File: config.mk
export PLATFORM = sky130hd
export DESIGN_NAME = acc_dump_vin_packer
export DESIGN_NICKNAME = d
export VERILOG_FILES = /design/src/rtl/acc_dump_vin_packer.sv
export SDC_FILE = /design/constraint.sdc
export NUM_CORES = 1
export LEC_CHECK = 0
export ABC_CLOCK_PERIOD_IN_PS = 2850
export CORE_UTILIZATION = 45
export CTS_CLUSTER_DIAMETER = 80
export DETAILED_ROUTE_END_ITERATION = 12
export PLACE_DENSITY_LB_ADDON = 0.08
export SYNTH_ARGS = -nofsm -noshare
export SYNTH_HDL_FRONTEND = slang
export SYNTH_SLANG_ARGS = --single-unit
File: constraint.sdc
create_clock -name ddr_clk_i -period 2.85 [get_ports ddr_clk_i]
set_input_delay 0.285 -clock ddr_clk_i [delete_from_list [all_inputs] [get_ports ddr_clk_i]]
set_output_delay 0.285 -clock ddr_clk_i [all_outputs]
set_load 0.01 [all_outputs]
File: src/rtl/acc_dump_vin_packer.sv
// acc_dump_vin_packer
//   Packs 32-bit accumulator samples into 256-bit words for the DDR
//   write-buffer stage. A frame is framed by acc_start_i. Samples fill
//   lanes 0..7 in order. The word is emitted when lane 7 fills, and any
//   partial word is flushed when the frame closes. laser_start_o then
//   stays high for TAIL_CYCLES extra cycles after the flush slot.
//
//   Optional feature: define ACC_DUMP_FRAME_HEADER_EN to emit a header word
//   {224'b0, HDR_MAGIC, frame_counter} at the start of each frame.
//
// Ports
//   ddr_clk_i        sole clock
//   ddr_rst_i        synchronous active-high reset
//   acc_start_i      frame gate, level-high for the whole frame
//   acc_vld_i        sample strobe
//   acc_data_i[31:0] sample data
//   laser_start_o    frame gate to the DDR write-buffer stage
//   laser_vld_o      one-cycle strobe per 256-bit word
//   laser_data_o     packed word; holds its value between strobes
//   frame_word_cnt_o words emitted in the current or last frame (saturating)
//   sample_drop_o    sticky flag; a sample arrived outside the packing window
module acc_dump_vin_packer #(
  parameter real         TCQ         = 0.1,
  parameter int unsigned TAIL_CYCLES = 4,
  parameter logic [15:0] HDR_MAGIC   = 16'hA5C3
) (
  input  logic         ddr_clk_i,
  input  logic         ddr_rst_i,
  input  logic         acc_start_i,
  input  logic         acc_vld_i,
  input  logic [31:0]  acc_data_i,
  output logic         laser_start_o,
  output logic         laser_vld_o,
  output logic [255:0] laser_data_o,
  output logic [15:0]  frame_word_cnt_o,
  output logic         sample_drop_o
);

  localparam logic [2:0] IDLE   = 3'd0;
  localparam logic [2:0] HEADER = 3'd1;
  localparam logic [2:0] PACK   = 3'd2;
  localparam logic [2:0] FLUSH  = 3'd3;
  localparam logic [2:0] TAIL   = 3'd4;

  localparam logic [3:0] TAIL_LAST = 4'(TAIL_CYCLES - 1);

  logic         r_start;
  logic         r_start_q;
  logic         r_vld;
  logic [31:0]  r_data;
  logic         rise;
  logic         fall;

  logic [2:0]   state;
  logic [2:0]   state_nx;
  logic [2:0]   lane_cnt;
  logic [3:0]   tail_cnt;
  logic [255:0] pack_buf;
  logic [255:0] filled;
  logic         packing;
  logic         take;
  logic [15:0]  cnt_inc;

`ifdef ACC_DUMP_FRAME_HEADER_EN
  logic [15:0]  hdr_cnt;
`endif

  // The start gate pipeline is deliberately not reset: it keeps tracking
  // acc_start_i through reset so that a frame still high when reset
  // releases is not mistaken for a fresh rise.
  always_ff @(posedge ddr_clk_i) begin
    r_start   <= acc_start_i;
    r_start_q <= r_start;
    r_data    <= acc_data_i;
  end

  always_ff @(posedge ddr_clk_i) begin
    if (ddr_rst_i) r_vld <= 1'b0;
    else           r_vld <= acc_vld_i;
  end

  assign rise    = r_start & ~r_start_q;
  assign fall    = ~r_start & r_start_q;
  assign packing = (state == PACK) || (state == HEADER);
  assign take    = packing & r_vld;
  assign cnt_inc = (frame_word_cnt_o == 16'hFFFF) ? frame_word_cnt_o
                                                  : frame_word_cnt_o + 16'd1;

  always_comb begin
    filled = pack_buf;
    filled[{lane_cnt, 5'd0} +: 32] = r_data;
  end

  always_comb begin
    state_nx = state;
    case (state)
      IDLE: begin
        if (rise) begin
`ifdef ACC_DUMP_FRAME_HEADER_EN
          state_nx = HEADER;
`else
          state_nx = PACK;
`endif
        end
      end
      HEADER:  state_nx = PACK;
      PACK:    if (fall) state_nx = FLUSH;
      FLUSH:   state_nx = TAIL;
      TAIL:    if (tail_cnt == TAIL_LAST) state_nx = IDLE;
      default: state_nx = IDLE;
    endcase
  end

  always_ff @(posedge ddr_clk_i) begin
    if (ddr_rst_i) begin
      state            <= IDLE;
      lane_cnt         <= '0;
      tail_cnt         <= '0;
      pack_buf         <= '0;
      laser_start_o    <= 1'b0;
      laser_vld_o      <= 1'b0;
      laser_data_o     <= '0;
      frame_word_cnt_o <= '0;
      sample_drop_o    <= 1'b0;
`ifdef ACC_DUMP_FRAME_HEADER_EN
      hdr_cnt          <= '0;
`endif
    end else begin
      state         <= state_nx;
      laser_start_o <= (state_nx != IDLE);
      laser_vld_o   <= 1'b0;

      if ((state == IDLE) && rise) begin
        frame_word_cnt_o <= '0;
        pack_buf         <= '0;
        lane_cnt         <= '0;
      end

`ifdef ACC_DUMP_FRAME_HEADER_EN
      // lane_cnt is 0 on entry to HEADER, so a data word can never
      // complete in the same cycle as the header word.
      if (state == HEADER) begin
        laser_vld_o      <= 1'b1;
        laser_data_o     <= {224'd0, HDR_MAGIC, hdr_cnt};
        frame_word_cnt_o <= cnt_inc;
        hdr_cnt          <= hdr_cnt + 16'd1;
      end
`endif

      if (take) begin
        lane_cnt <= lane_cnt + 3'd1;
        if (lane_cnt == 3'd7) begin
          laser_vld_o      <= 1'b1;
          laser_data_o     <= filled;
          frame_word_cnt_o <= cnt_inc;
          pack_buf         <= '0;
        end else begin
          pack_buf <= filled;
        end
      end

      if (state == FLUSH) begin
        tail_cnt <= '0;
        lane_cnt <= '0;
        pack_buf <= '0;
        if (lane_cnt != 3'd0) begin
          laser_vld_o      <= 1'b1;
          laser_data_o     <= pack_buf;
          frame_word_cnt_o <= cnt_inc;
        end
      end

      if (state == TAIL) tail_cnt <= tail_cnt + 4'd1;

      if (r_vld && !packing) sample_drop_o <= 1'b1;
    end
  end

endmodule

* Word level (Yosys, flattened, before mapping)
Cells that the tools add are included.
** Word-level totals
- Bits in latches :: 0
- Memories :: 0
- Memory bits (writable) :: 0
- Bits in read-only memories :: 0
- Bits in registers :: 576
- Bits of input ports :: 36
** Cells by class
- Reductions and logical operators :: 10
- Divide/modulo/power cells :: 0
- Eq/ne operators :: 7
- Shift-type cells :: 2
- Bitwise gates (word level) :: 5
- Add/sub/neg operators :: 4
- Magnitude comparators :: 0
- $mul :: 0
- Muxes and demuxes :: 26
** Operator list (count)
- 256-bit 2-to-1 mux :: 7
- 256-bit bitwise mux :: 1
- 32-bit by 10-bit variable shift with 256-bit output, first input constant :: 1
- 32-bit by 10-bit variable part select with 256-bit output :: 1
- 16-bit 2-to-1 mux :: 6
- 16-bit by 1-bit adder with 16-bit output, second input constant :: 1
- 16-bit == test, second input constant :: 1
- 3-bit 2-to-1 mux :: 5
- 3-bit case mux with 5 select lines :: 1
- 8-bit negation with 10-bit output :: 1
- 4-bit 2-to-1 mux :: 2
- 3-bit by 2-bit == test with 1-bit output, second input constant :: 2
- 3-bit == test, second input constant :: 2
- 3-bit nonzero test :: 2
- 4-bit by 1-bit adder with 4-bit output, second input constant :: 1
- 4-bit by 2-bit == test with 1-bit output, second input constant :: 1
- 1-bit 2-to-1 mux :: 4
- 2-bit nonzero test :: 2
- 3-bit by 1-bit adder with 3-bit output, second input constant :: 1
- 1-bit bitwise AND :: 3
- 3-bit by 1-bit == test with 1-bit output, second input constant :: 1
- 3-bit logical NOT :: 1
- 1-bit logical AND :: 2
- 1-bit inverter :: 2
- other kinds (3) :: 3

* Logic depth before layout (Yosys ltp)
- Depth in word-level cells :: 8
- Gate-level depth with buffers :: 12
- Mapped depth without buffers :: 8

* Worst setup path before layout
No wires, ideal clock.
- Path kind :: register to register
- From :: register lane_cnt[0]
- To :: register pack_buf[22]
- Library setup time :: 0.115 ns
- Clock period less this slack :: 3.013 ns
- Arrival :: 2.898 ns
- Stages on the path, launching flop included :: 13
- Path slack :: -0.163 ns
- Required time :: 2.735 ns
- Path through :: dfxtp_1 clkbuf_2 clkbuf_1 inv_1 ha_1 ha_1 clkbuf_1 or4b_2 buf_2 clkbuf_1 o21ai_0 a21oi_1 o21a_1
** Between the ends
- Cells in the longest elaborated chain, start to end :: 5
- Elaborated cells between the ends (all ways) :: 7
** Ends and longest elaborated chain
- from (decl) :: RTL line 56 : logic [2:0] lane_cnt;
- from (signal assigned) :: RTL line 151 : lane_cnt <= lane_cnt + 3'd1;
- 8-bit negation with 10-bit output :: RTL line 91 : filled[{lane_cnt, 5'd0} +: 32] = r_data;
- 32-bit by 10-bit variable part select with 256-bit output or 32-bit by 10-bit variable shift with 256-bit output (tied branches) :: RTL line 91
- 256-bit bitwise mux :: RTL line 91
- 256-bit 2-to-1 mux * :: RTL line 152 : if (lane_cnt == 3'd7) begin
- 256-bit 2-to-1 mux * :: RTL line 150 : if (take) begin
- to (signal assigned) :: RTL line 158 : pack_buf <= filled;
- to (decl) :: RTL line 58 : logic [255:0] pack_buf;
Mark *: on every way between the ends. The rest lies on a longest branch, timed or not.
A chain may end at the register's enable or synchronous reset.

* Worst setup path after layout
- From :: register lane_cnt[0]
- To :: register pack_buf[132]
The elaborated chain is that of the path after synthesis.

==> results.yml <==
outcome:
  outcome: "finished, final reports clean"
pwr:
  leakagePower_nw: 9.72
  powerDensity_nw_per_um2: 572
  pwr-share-clk_pct: 47.7
  p_sw_share_pct: 22.6
  p_switching_mw: 3.81
  p_seq_share_pct: 48.8
  p_total_mw: 16.9
  p_int_mw: 13.1
  irDropWorstVdd_mv: 0.423
  pwr-share-comb_pct: 3.5
clock_tree:
  htree_num_levels: 2
  cts_sinks: 576
  clockRootBuffer: "clkbuf_16"
  clockBufferDepth: 3
  cts_made_buffers: 60
  cts-hold-fix-buffers: 0
  cts_tree: "yes"
  clk_pin_slew_ps: 60
  insertion_delay_ps: 620
detailed_routing:
  wl_met3_mm: 7.18
  routedWlPerCell_um: 25.2
  top_layer_used: "met4"
  routed_wl_mm: 83.2
  via_count: 21000
  wl_met2_mm: 36.8
  wl_met1_mm: 35.9
  first_pass_iters: 6
  drtAntennaViolNets: 0
  drtIter0Drc: 1929
  drc: 0
  avgViaCountPerCell: 6.37
sta:
  fmax_mhz: 382
  setup_slack_ps: 230
  hold_viol: 0
  relSlewSlack_pct: 31.6
  rsz0062_at_grt: "no"
  setup_tns_ps: 0
  setup_violations: 0
  worst_pin_slew_ps: 1030
  fin_crit_ps: 2620
  drv_slew: 0
  timing.final.crit_share_pct: 91.9
  hold_slack_ps: 105
  skew_ps: 19.6
critical_path:
  crit_top_cell: "ha_1"
  path_cells: "inv_1 -> ha_1 -> ha_1 -> or4b_2 -> buf_4 -> o21ai_0 -> a21oi_1 -> o21a_1"
  end_kind: "register"
  crit_fanout: 32
  critPathRequiredTime_ps: 3350
  critPathKind: "register to register"
  crit_slowest_cell: "or4b_2"
  critPathArrivalTime_ps: 3120
  slowest_delay_ps: 590
  start_kind: "register"
  r2r_cells: 8
grt:
  grt_pass1_wl_mm: 125
  grt_usage_pct: 30.1
  grt_pass1_vias: 20100
  grt_antenna_before_repair: 5
  grt_max_degree: 170
  gr-total-overflow: 0
floorplan:
  core_sq_um: 51500
  die_h_um: 231
  io-pin-count: 311
  die_area_sq_um: 53300
  start_util_pct: 45.8
  core.rowCount: 83
  fp.dieW_um: 231
placement:
  portBuffers: 310
  place_ws_ps: 194
  dpl.cell_count: 3187
  post_dp_cell_area_sq_um: 27500
  gp_congestion: 0.832
  hpwl_mm: 49.5
logic_synthesis:
  async_flop_share_pct: 0
  syn_inst: 2385
  yosysWarnings: 0
  yosys-top-cells-area: "dfxtp_1, mux2i_1, o2bb2ai_1, o221ai_1, a21oi_1"
  syn_area_sq_um: 23600
  ys.flop_type: "dfxtp_1"
  synth_top_area_share_pct: 48.9
  synth_edf_count: 0
  syn_nets: 2431
  post-synth-top-area-cell: "dfxtp_1"
  syn_avg_cell_area_sq_um: 9.89
  ys_seq_area_share_pct: 48.9
  ys_ff_latch: 576
  ys_types: 57
cells_and_area:
  drive_above_1_share_pct: 7.37
  final_util_pct: 57.3
  layout_commonest_cell: "dfxtp_1"
  final_cell_mix: "dfxtp_1, clkdlybuf4s50_1, a21oi_1"
  area_growth_pct: 25.2
  final_cells: 3301
  fin_nets: 2616
  design_area_sq_um: 29500
job:
  cap_viol_max_count: 0
hold_path:
  hold_depth: 1
  hold_class: "primary input to register"
flip-flops by register name (all words and copies together) (netlist names):
register,count
laser_data_o,256
pack_buf,256
r_data,32
frame_word_cnt_o,16
tail_cnt,4
lane_cnt,3
state,3
laser_start_o,1
laser_vld_o,1
r_start,1
r_start_q,1
r_vld,1
sample_drop_o,1
kinds of logic (layout without fill, tap and decap cells):
family	Yosys count	in the layout	synth area share [%]
AO/OA/AOI/OAI	933	933	28.0
flip-flops	576	576	48.9
AND/OR/NAND/NOR	393	393	9.18
buffers and inverters	264	497	4.49
multiplexers	207	207	8.79
adder cells (fa/ha/maj)	10	10	0.531
XOR/XNOR	2	2	0.106
other	0	3	0
final timing paths:
path | slack (ps) | startpoint | to
max reg2reg | 230 | lane_cnt[0]$_SDFFE_PP0P_ | pack_buf[132]$_SDFFE_PP0P_
min reg2reg | 370 | r_start$_DFF_P_ | r_start_q$_DFF_P_
max | 230 | lane_cnt[0]$_SDFFE_PP0P_ | pack_buf[132]$_SDFFE_PP0P_
min | 110 | acc_data_i[24] | r_data[24]$_DFF_P_
what timing repair did:
| action | in CTS | in global routing |
|---|---|---|
| buffers inserted | 0 | 1 |
| endpoints found under the setup margin | 0 | 3 |
| resized for setup | 0 | 0 |
power groups by stage:
stage | Sequential, mW | Combinational [mW] | Clock (mW)
final | 8.24 | 0.591 | 8.05
after global routing | 8.23 | 0.625 | 8.51
after CTS | 8.24 | 0.582 | 8.17
after detailed placement | 8.42 | 0.580 | 0
after global placement | 8.42 | 0.578 | 0
after floorplan | 8.30 | 0.345 | 0
worst max-delay path: cells and delay by family, from the launching register on:
family	cells	cell delay [ps]
and+or+nand+nor	1	590
AOI/OAI and AO/OA	3	570
adders and majority gates	2	560
DFF	1	400
buffers and inverters	2	370
final cells by class:
cell class	count	area [sq um]
Antenna cell	3	7.51
Clock buffer	97	1860
Clock inverter	13	165
Fill cell	4459	22000
Inverter	12	50.0
Multi-Input combinational cell	1545	11100
Sequential cell	576	11500
Tap cell	680	851
Timing Repair Buffer	375	3950
per-layer routing:
metal	vias to the layer above	track usage (%)
li1	9549	-
met1	10500	41.5
met2	832	45.3
met3	134	6.48
met4	0	12.5
met5	-	0
synth_stat cells, drive strengths merged (8+ instances only):
cell and count:
dfxtp 576, a21oi 266, mux2i 207, o2bb2ai 196, o221ai 192, clkbuf 180
o21ai 128, and2 88, nand3 79, nor2 78, buf 72, and3 69
o21a 60, a311oi 59, nand2 18, nor3 11, ha 10, inv 9
or2 9, a211oi 8, nand4 8
(Power assumes the default switching activity.)
